[config.mk]
export PLATFORM = sky130hd
export DESIGN_NAME = key_schedule
export DESIGN_NICKNAME = d
export VERILOG_FILES = /design/src/rtl/aes_pkg.sv /design/src/rtl/key_expander.sv /design/src/rtl/key_schedule.sv /design/src/rtl/key_schedule_ctrl.sv
export SDC_FILE = /design/constraint.sdc
export NUM_CORES = 2
export LEC_CHECK = 0
export BUFFER_PORTS_ARGS = -buffer_cell sky130_fd_sc_hd__buf_2
export CORE_MARGIN = 4
export CORE_UTILIZATION = 40
export DETAILED_ROUTE_END_ITERATION = 7
export PLACE_DENSITY = 0.55
export SETUP_SLACK_MARGIN = 0.3
export SLEW_MARGIN = 20
export SYNTH_ARGS = -nofsm -noshare
export SYNTH_HDL_FRONTEND = slang
export SYNTH_HIERARCHICAL = 1
export SYNTH_SLANG_ARGS = --single-unit
[constraint.sdc]
create_clock -name clk -period 9.7 [get_ports clk]
set_input_delay 0.485 -clock clk [delete_from_list [all_inputs] [get_ports clk]]
set_output_delay 0.485 -clock clk [all_outputs]
set_load 0.01 [all_outputs]
[src/rtl/aes_pkg.sv]
// rtl/aes_pkg.sv - shared AES key-schedule types, constants and S-box
package aes_pkg;

    localparam int KEY_WORDS  = 4;
    localparam int NUM_ROUNDS = 11;
    localparam int EXP_WORDS  = KEY_WORDS * NUM_ROUNDS;

    typedef logic [31:0]  word_t;
    typedef logic [127:0] round_key_t;

    typedef enum logic [1:0] {
        KS_IDLE  = 2'd0,
        KS_RUN   = 2'd1,
        KS_DRAIN = 2'd2,
        KS_DONE  = 2'd3
    } ks_state_e;

    // Forward S-box, entry 0 in the most significant byte.
    localparam logic [2047:0] SBOX_FLAT = {
        128'h637c777bf26b6fc53001672bfed7ab76, 128'hca82c97dfa5947f0add4a2af9ca472c0,
        128'hb7fd9326363ff7cc34a5e5f171d83115, 128'h04c723c31896059a071280e2eb27b275,
        128'h09832c1a1b6e5aa0523bd6b329e32f84, 128'h53d100ed20fcb15b6acbbe394a4c58cf,
        128'hd0efaafb434d338545f9027f503c9fa8, 128'h51a3408f929d38f5bcb6da2110fff3d2,
        128'hcd0c13ec5f974417c4a77e3d645d1973, 128'h60814fdc222a908846eeb814de5e0bdb,
        128'he0323a0a4906245cc2d3ac629195e479, 128'he7c8376d8dd54ea96c56f4ea657aae08,
        128'hba78252e1ca6b4c6e8dd741f4bbd8b8a, 128'h703eb5664803f60e613557b986c11d9e,
        128'he1f8981169d98e949b1e87e9ce5528df, 128'h8ca1890dbfe6426841992d0fb054bb16
    };

    function automatic logic [7:0] s_box(input logic [7:0] b);
        return SBOX_FLAT[(255 - int'(b)) * 8 +: 8];
    endfunction

    function automatic logic [7:0] xtime(input logic [7:0] b);
        return {b[6:0], 1'b0} ^ (b[7] ? 8'h1b : 8'h00);
    endfunction

    // Word n of a 128-bit key, word 0 in the top 32 bits.
    function automatic word_t key_word(input round_key_t k, input logic [1:0] n);
        return k[(3 - int'(n)) * 32 +: 32];
    endfunction

endpackage

[src/rtl/key_expander.sv]
// rtl/key_expander.sv - single-word AES-128 key expander with registered output
module key_expander
    import aes_pkg::*;
(
    input  logic       clk,
    input  logic       rst_n,
    input  logic [7:0] i_i,
    input  word_t      key_i_1_i,
    input  word_t      key_N_i_i,
    input  logic [7:0] rc_i,
    output logic [7:0] rc_o,
    output word_t      key_o
);

    word_t      rot_w;
    word_t      sub_w;
    word_t      next_w;
    logic [7:0] rc_next;

    // Next expanded word; round constant advances after every use and restarts on the key words.
    always_comb begin
        rot_w   = {key_i_1_i[23:0], key_i_1_i[31:24]};
        sub_w   = {s_box(rot_w[31:24]), s_box(rot_w[23:16]), s_box(rot_w[15:8]), s_box(rot_w[7:0])};
        next_w  = key_N_i_i ^ key_i_1_i;
        rc_next = rc_i;
        if (i_i < 8'd4) begin
            next_w  = key_i_1_i;
            rc_next = 8'h01;
        end else if (i_i[1:0] == 2'b00) begin
            next_w  = key_N_i_i ^ sub_w ^ {rc_i, 24'h0};
            rc_next = xtime(rc_i);
        end
    end

    // Word and round-constant registers.
    always_ff @(posedge clk or negedge rst_n) begin
        if (!rst_n) begin
            key_o <= '0;
            rc_o  <= '0;
        end else begin
            key_o <= next_w;
            rc_o  <= rc_next;
        end
    end

endmodule

[src/rtl/key_schedule.sv]
// rtl/key_schedule.sv - key schedule controller paired with its word expander
module key_schedule
    import aes_pkg::*;
(
    input  logic         clk,
    input  logic         rst_n,
    input  logic         start_i,
    input  logic [127:0] key_i,
    output logic         busy_o,
    output logic         done_o,
    input  logic [3:0]   rk_sel_i,
    output logic [127:0] rk_o
);

    logic [7:0] kx_i;
    word_t      kx_key_i_1;
    word_t      kx_key_N_i;
    logic [7:0] kx_rc_in;
    logic [7:0] kx_rc_out;
    word_t      kx_key;

    key_schedule_ctrl u_ctrl (
        .clk          (clk),
        .rst_n        (rst_n),
        .start_i      (start_i),
        .key_i        (key_i),
        .busy_o       (busy_o),
        .done_o       (done_o),
        .rk_sel_i     (rk_sel_i),
        .rk_o         (rk_o),
        .kx_i_o       (kx_i),
        .kx_key_i_1_o (kx_key_i_1),
        .kx_key_N_i_o (kx_key_N_i),
        .kx_rc_o      (kx_rc_in),
        .kx_rc_i      (kx_rc_out),
        .kx_key_i     (kx_key)
    );

    key_expander u_exp (
        .clk       (clk),
        .rst_n     (rst_n),
        .i_i       (kx_i),
        .key_i_1_i (kx_key_i_1),
        .key_N_i_i (kx_key_N_i),
        .rc_i      (kx_rc_in),
        .rc_o      (kx_rc_out),
        .key_o     (kx_key)
    );

endmodule

[src/rtl/key_schedule_ctrl.sv]
// rtl/key_schedule_ctrl.sv - sequences the word expander and serves round keys
module key_schedule_ctrl
    import aes_pkg::*;
(
    input  logic         clk,
    input  logic         rst_n,
    input  logic         start_i,
    input  logic [127:0] key_i,
    output logic         busy_o,
    output logic         done_o,
    input  logic [3:0]   rk_sel_i,
    output logic [127:0] rk_o,
    output logic [7:0]   kx_i_o,
    output logic [31:0]  kx_key_i_1_o,
    output logic [31:0]  kx_key_N_i_o,
    output logic [7:0]   kx_rc_o,
    input  logic [7:0]   kx_rc_i,
    input  logic [31:0]  kx_key_i
);

    ks_state_e  state_q, state_d;
    logic [5:0] cnt_q, cnt_d;
    logic       busy_d, done_d;
    logic       load_key, issue;
    round_key_t key_q;
    logic       cap_valid_q;
    logic [5:0] cap_idx_q;
    logic [5:0] rk_base;
    word_t      wbuf_q [EXP_WORDS];

    // Next state; a start while busy is ignored because RUN/DRAIN never look at start_i.
    always_comb begin
        state_d  = state_q;
        cnt_d    = cnt_q;
        busy_d   = busy_o;
        done_d   = done_o;
        load_key = 1'b0;
        issue    = 1'b0;
        case (state_q)
            KS_IDLE, KS_DONE: begin
                if (start_i) begin
                    state_d  = KS_RUN;
                    cnt_d    = '0;
                    busy_d   = 1'b1;
                    done_d   = 1'b0;
                    load_key = 1'b1;
                end
            end
            KS_RUN: begin
                issue = 1'b1;
                cnt_d = cnt_q + 6'd1;
                if (cnt_q == 6'(EXP_WORDS - 1)) begin
                    state_d = KS_DRAIN;
                end
            end
            KS_DRAIN: begin
                state_d = KS_DONE;
                busy_d  = 1'b0;
                done_d  = 1'b1;
            end
        endcase
    end

    // Expander operands: cipher key words first, then previous word forwarded plus word i-4.
    always_comb begin
        kx_i_o       = '0;
        kx_key_i_1_o = '0;
        kx_key_N_i_o = '0;
        if (issue) begin
            kx_i_o = {2'b00, cnt_q};
            if (cnt_q < 6'd4) begin
                kx_key_i_1_o = key_word(key_q, cnt_q[1:0]);
            end else begin
                kx_key_i_1_o = kx_key_i;
                kx_key_N_i_o = wbuf_q[cnt_q - 6'd4];
            end
        end
    end

    assign kx_rc_o = kx_rc_i;
    assign rk_base = {rk_sel_i, 2'b00};

    // Control registers and key latch.
    always_ff @(posedge clk or negedge rst_n) begin
        if (!rst_n) begin
            state_q     <= KS_IDLE;
            cnt_q       <= '0;
            busy_o      <= 1'b0;
            done_o      <= 1'b0;
            key_q       <= '0;
            cap_valid_q <= 1'b0;
            cap_idx_q   <= '0;
        end else begin
            state_q     <= state_d;
            cnt_q       <= cnt_d;
            busy_o      <= busy_d;
            done_o      <= done_d;
            cap_valid_q <= issue;
            cap_idx_q   <= cnt_q;
            if (load_key) begin
                key_q <= key_i;
            end
        end
    end

    // Word buffer: the expander output lands one cycle after its index was issued.
    always_ff @(posedge clk or negedge rst_n) begin
        if (!rst_n) begin
            for (int i = 0; i < EXP_WORDS; i++) begin
                wbuf_q[i] <= '0;
            end
        end else if (cap_valid_q) begin
            wbuf_q[cap_idx_q] <= kx_key_i;
        end
    end

    // Round-key read port; held at zero unless the buffer is complete and staying so.
    always_ff @(posedge clk or negedge rst_n) begin
        if (!rst_n) begin
            rk_o <= '0;
        end else if (state_q == KS_DONE && state_d == KS_DONE && rk_sel_i < 4'(NUM_ROUNDS)) begin
            rk_o <= {wbuf_q[rk_base], wbuf_q[rk_base + 6'd1],
                     wbuf_q[rk_base + 6'd2], wbuf_q[rk_base + 6'd3]};
        end else begin
            rk_o <= '0;
        end
    end

endmodule

## Word-level counts from Yosys, hierarchy flattened

Index checks and enable logic that the tools add are counted.

| word-level totals | value |
|---|---|
| bits in registers | 1721 |
| bits of input ports | 135 |
| output and inout bits | 130 |
| word-level logic and storage cells | 147 |

| operators by class | value |
|---|---|
| $add $sub $neg | 10 |
| order comparisons | 10 |
| equal/unequal tests | 6 |
| shift operators | 5 |
| multiplexer cells | 41 |
| bitwise operators | 10 |
| reductions and logical operators | 11 |

Operators by type and width:

| operator | number |
|---|---|
| $shiftx A2048 B32 Y8 const A | 4 |
| $bwmux W1408 | 1 |
| $bmux W32 S6 | 5 |
| $mux W32 | 17 |
| $demux W32 S6 | 1 |
| $mux W128 | 1 |
| $shiftx A128 B32 Y32 | 1 |
| $xor A32 B32 Y32 | 3 |
| $ge A7 B7 Y1 const B | 6 |
| $not A6 Y7 | 6 |
| $sub A8 B8 Y9 const A | 4 |
| $mux W8 | 2 |
| $add A6 B1 Y6 const B | 2 |
| $add A6 B2 Y6 const B | 2 |
| $lt A6 B3 Y1 const B | 2 |
| $mux W6 | 2 |
| $pmux W6 S2 | 1 |
| $xor A8 B8 Y8 | 1 |
| $lt A7 B1 Y1 const B | 1 |
| $eq A2 B2 Y1 const B | 3 |
| $eq A6 B6 Y1 const B | 1 |
| $pmux W2 S3 | 1 |
| $reduce_bool A2 Y1 | 3 |
| $sub A6 B3 Y6 const B | 1 |
| 12 further kinds | 22 |

## Logic depth before layout (Yosys ltp)

| depth | value |
|---|---|
| word-level depth | 11 |
| gate-level depth with buffers | 22 |
| gate-level depth less buffers | 15 |

## By module

Netlist, hierarchy kept.

By module, submodules not included:

| module | instances | cells an instance | area each (µm²) | seq. area each (µm²) |
|---|---|---|---|---|
| key_schedule_ctrl | 1 | 6036 | 85869.9 | 42065.3 |
| key_expander | 1 | 2342 | 16036.6 | 1001.0 |

## Least setup slack after synthesis

OpenSTA, ideal clock, no wires.

| timing path | value |
|---|---|
| path type | reg-to-reg |
| start | register u_ctrl.cnt_q[2] |
| end | register u_exp.key_o[11] |
| library setup time | 86 ps |
| arrival time | 5181 ps |
| required time | 9614 ps |
| path slack | 4433 ps |
| stages on the path, launching flop included | 23 |
| path buffers | 7 |
| period minus slack after synthesis | 5267 ps |
| cell sequence | dfrtp_1 > buf_2 > clkinv_1 > clkbuf_1 > ha_1 > inv_1 > nor3b_1 > clkbuf_1 > a22o_1 > buf_2 > buf_1 > buf_2 > inv_1 > ha_1 > clkbuf_1 > nand2_1 > nand2_1 > mux4_2 > mux4_2 > nand2_1 > o211ai_1 > and3_1 > nor3_1 |

| between the ends | value |
|---|---|
| elaborated cells between the ends (all ways) | 19 |
| those cells by class | add/sub (2); order compare (2); shift (1); mux (10); bitwise (4) |

RTL lines:

| what | RTL line | text |
|---|---|---|
| start, declared | key_schedule_ctrl.sv:22 | `logic [5:0] cnt_q, cnt_d;` |
| start signal, assigned | key_schedule_ctrl.sv:95 | `cnt_q <= cnt_d;` |
| $lt A6 B3 Y1 | key_schedule_ctrl.sv:71 | `if (cnt_q < 6'd4) begin` |
| $mux W32 | key_schedule_ctrl.sv:71 |  |
| $mux W32 | key_schedule_ctrl.sv:69 | `if (issue) begin` |
| named net kx_key_i_1[0] | key_schedule.sv:16 | `word_t kx_key_i_1;` |
| $sub A8 B8 Y9 | aes_pkg.sv:31 | `return SBOX_FLAT[(255 - int'(b)) * 8 +: 8];` |
| $shiftx A2048 B32 Y8 | aes_pkg.sv:31 |  |
| $xor A32 B32 Y32 (2 in series) | key_expander.sv:30 | `next_w = key_N_i_i ^ sub_w ^ {rc_i, 24'h0};` |
| $mux W32 | key_expander.sv:29 | `end else if (i_i[1:0] == 2'b00) begin` |
| $mux W32 | key_expander.sv:26 | `if (i_i < 8'd4) begin` |
| named net u_exp.next_w[11] | key_expander.sv:17 | `word_t next_w;` |
| end signal, assigned | key_expander.sv:41 | `key_o <= next_w;` |
| end, declared | key_expander.sv:12 | `output word_t key_o` |

The timed path passes the listed nets, and every way through them passes these cells. The select of a mux whose other input is x is not followed.
A chain may end at the register's enable or synchronous reset.

## Worst setup path in the final report

| timing path | value |
|---|---|
| start | register u_ctrl.cnt_q[2] |
| end | register u_exp.key_o[10] |

Same word-level chain as after synthesis.

==> metrics <==
outcome=finished, final reports clean; Routability Congestion=0.9325; number of top-level pins=265; kind of capture point of the worst setup path=flip-flop; HPWL reported at the end of detailed placement=244.1 mm; Max Fclk=0.1498 GHz; cells after synthesis=8378; quantity of I/O buffers inserted on ports=around 260; number of failing hold endpoints at the final stage=0; main flop type after synthesis=dfrtp_1; final period utilization=68.80%; clock tree from TritonCTS=built; cell at the root of the clock tree=clkbuf_16; max_cap viols=0; number of cells traversed by the worst hold path=3; DR iter-0 viols=9855; WL final=398.2 mm; Combinational Power Share=59.5%; max-slew violation count=0; die width=512.7 µm; effective utilization at floorplan=40.17%; cell depth of the worst flop-to-flop path=18; Post-route DRC=0; height of the die=512.7 µm; final global-route overflow total=0; list of cells traversed by the critical path=inv_2, buf_4, ha_4, inv_1, nor3b_2, buf_4, a22o_1, buf_4, clkinv_1, ha_1, nand2b_1, and3_1, a311oi_1, a41oi_1, mux4_2, mux2_2, or3_1, nand3_1; switching part of the total power=~47%; multiplexer fraction of the synthesized cell area=between 30% and 40%; kind of critical path=flip-flop to flip-flop; core region area=253700 µm²; area enclosed by the die boundary=262900 µm²; instance count on the critical path=18; maximum level of the CTS H-tree=4; Seq/Total Area, Yosys=42.26%; number of resized instances in the post-cts repair step=0; most frequent cells in the layout=dfrtp_1, mux2_2, mux4_2; basic-gate share of the synthesized area counting and, or, nand and nor cells=6.470%; number of vias in the routed layout=77318; maximum number of pins on one net before global-route repair=around 180; proportion of power drawn by the clock network=approximately 17%; count of buffers added by post-CTS timing repair for setup=0; Reg power frac=23.9%; number of iterations in the first detailed-routing pass=8; Clock Pin Slew Worst Setup and Hold Paths=about 60 ps; clock sinks=1721; Cell Int Power=between 20 and 25 mW; synthesized-area fraction occupied by adder cells=less than 1%; skew final=42.66 ps; library cells used by synthesis=100; post-synthesis xor/xnor area fraction=0.2382%; Final Setup Violations=0; number of nets in the layout=8412; Slowest-stage cell, CP=ha_1; Post-Route Setup TNS=0 ps; cell class contributing the biggest share of worst-path delay=buffers and inverters; Data arrival, critical path=7460 ps; most prevalent standard cell on the critical path=buf_4; wire length per cell after detailed routing=between 30 and 40 µm; initial antenna violation count=21; power density of the placed cells=roughly 400 nW/µm²; post-layout total power=around 45 mW; Ys Warns=6; CP Max Fanout=32; detail-routed via count per cell=6.582; placement row count=185; layout cells sized above 1=37.27%; most common library cell in the layout ignoring fill and taps=dfrtp_1; post-synthesis instance area=101900 µm²; Area growth syn-to-layout=10.93%; Critical Path Max Stage Delay=1030 ps; Worst slew margin=19.35%; global-route total usage across every layer=about 30%; slew at the pin with the worst max-slew slack=about 1200 ps; CTS Buffer Depth=3; Compound-Gate Fraction of Synth Area=between 10% and 20%; number of global-route vias before repair=76191; reported leakage power=~47 nW; cts bufs inserted=192; largest family of logic cells by synthesized area=multiplexers; average cell area after synthesis=roughly 12 µm²; Critical Path Start Type=flip-flop; number of flip-flops and latches in the synthesized netlist=1721; switching component of the power=21.35 mW; data required time at the worst endpoint=10480 ps; setup repair after global routing missed its margin=no; final critical delay including setup and external delays=around 6700 ps; count of flip-flops with a built-in enable after synthesis=0; largest vdd supply drop=0.3598 mV; number of buffer and inverter stages on the critical path=6; global-route wire length before repair=approximately 570 mm; classification of the worst-slack hold path=input port to flip-flop; antenna-violating nets left=0; clock insertion delay at the later pin of the skew report=approximately 900 ps; share of flip-flops with an asynchronous set or reset=100.0%
[routing by layer]
metal  GRT usage, %  vias to the layer above  part of all wire, %
li1               -                    31317                    -
met1          41.14                    40915                   42
met2          43.49                     4179                   44
met3          7.494                      901                  9.3
met4          13.05                        6                  5.1
met5              0                        -                0.011
[worst register-to-register path, delay by kind of cell, from the launching register on]
kind            cells  cell delay, ps
compound gates      3             600
fa+ha+maj           2            1350
mux                 2             830
simple gates        5            1070
flops               1             610
buf+inv             6            2150
[area by class of cell]
class	instances	area, µm²
repair buffers	597	4415
inverters	61	229.0
well taps	3366	4212
multi-input cells	5641	54580
fillers	23196	140700
diodes	8	20.02
clock buffers	284	5692
flip-flops and latches	1721	43080
clock inverters	68	808.3
[cell families (layout without fill, tap and decap cells)]
kind of cell | Yosys count | count (layout)
multiplexers | 2601 | 2601
flip-flops | 1721 | 1721
AO/OA/AOI/OAI | 1559 | 1559
AND/OR/NAND/NOR | 1390 | 1390
buffers and inverters | 1017 | 1010
adder cells (fa/ha/maj) | 63 | 63
XOR/XNOR | 26 | 26
other | 1 | 10
[synthesized netlist by cell type (all sizes together) (21+ instances only)]
| master | count | area [µm²] |
|---|---|---|
| a211oi | 55 | 412.9 |
| nand4 | 37 | 231.5 |
| nor2b | 66 | 427.9 |
| clkbuf | 382 | 1434 |
| inv | 56 | 210.2 |
| mux4 | 652 | 14680 |
| o31ai | 23 | 172.7 |
| o21ai | 304 | 1521 |
| a211o | 139 | 1217 |
| a22o | 36 | 315.3 |
| or3 | 24 | 150.1 |
| nand2b | 92 | 575.6 |
| nor3b | 21 | 172.7 |
| a21oi | 506 | 2536 |
| o311ai | 41 | 359.1 |
| nand2 | 364 | 1369 |
| nor2 | 457 | 1720 |
| ha | 63 | 788.3 |
| o221ai | 84 | 735.7 |
| dfrtp | 1721 | 43070 |
| mux2 | 1551 | 17470 |
| buf | 574 | 3077 |
| a31oi | 63 | 394.1 |
| and2 | 35 | 219.0 |
| and3 | 25 | 156.4 |
| mux2i | 398 | 3984 |
| nor3 | 99 | 500.5 |
| a311oi | 46 | 402.9 |
| or2 | 29 | 181.4 |
| o211ai | 54 | 405.4 |
| nand3 | 85 | 425.4 |
| a32o | 32 | 320.3 |
[sequential cells by signal, indices dropped and copies added (netlist names), 2 cells and up]
signal and count:
u_ctrl/cap_idx_q 6, u_ctrl/cnt_q 6, u_ctrl/key_q 128, u_ctrl/rk_o 128, u_ctrl/state_q 2, u_ctrl/wbuf_q 1408, u_exp/key_o 32, u_exp/rc_o 8
[per-stage QoR]
stage                     util [%]  cell area (µm²)  cells  setup WS (ps)  hold WS (ps)
after CTS                    44.55           113000  11738           3280         89.59
after detailed placement     41.47           105200  11257           3285         488.2
after global routing         44.55           113000  11740           2967         119.4
after floorplan                  -           101900   8379           4433         189.4
final                        44.56           113000  11746           3026         137.6
after global placement       41.47           105200  11257           3290         482.2
[what timing repair did]
action,4_1_cts,5_1_grt
endpoints found under the hold margin,266,0
endpoints found under the setup margin,0,0
hold buffers,129,0
[worst paths after layout]
kind,from,to,slack (ps)
max in group asynchronous,rst_n,u_ctrl/key_q[79],7080
worst max-delay path,u_ctrl/cnt_q[2],u_exp/key_o[10],3030
min in group asynchronous,rst_n,u_ctrl/wbuf_q[599],190
worst min-delay path,start_i,u_ctrl/cnt_q[4],140
worst max register to register,u_ctrl/cnt_q[2],u_exp/key_o[10],3030
worst min register to register,u_ctrl/key_q[48],u_ctrl/key_q[48],500
[power groups by stage]
| stage | clock network (mW) | registers [mW] | logic (mW) |
|---|---|---|---|
| 6_report | 7.50 | 10.8 | 26.9 |
| 2_1_floorplan | 0 | 10.0 | 18.7 |
| 4_1_cts | 7.63 | 10.7 | 26.2 |
| 3_3_place_gp | 0 | 10.8 | 26.3 |
| 5_1_grt | 7.93 | 11.0 | 28.3 |
| 3_5_place_dp | 0 | 10.9 | 26.1 |
Power figures use the tool's default switching activity.
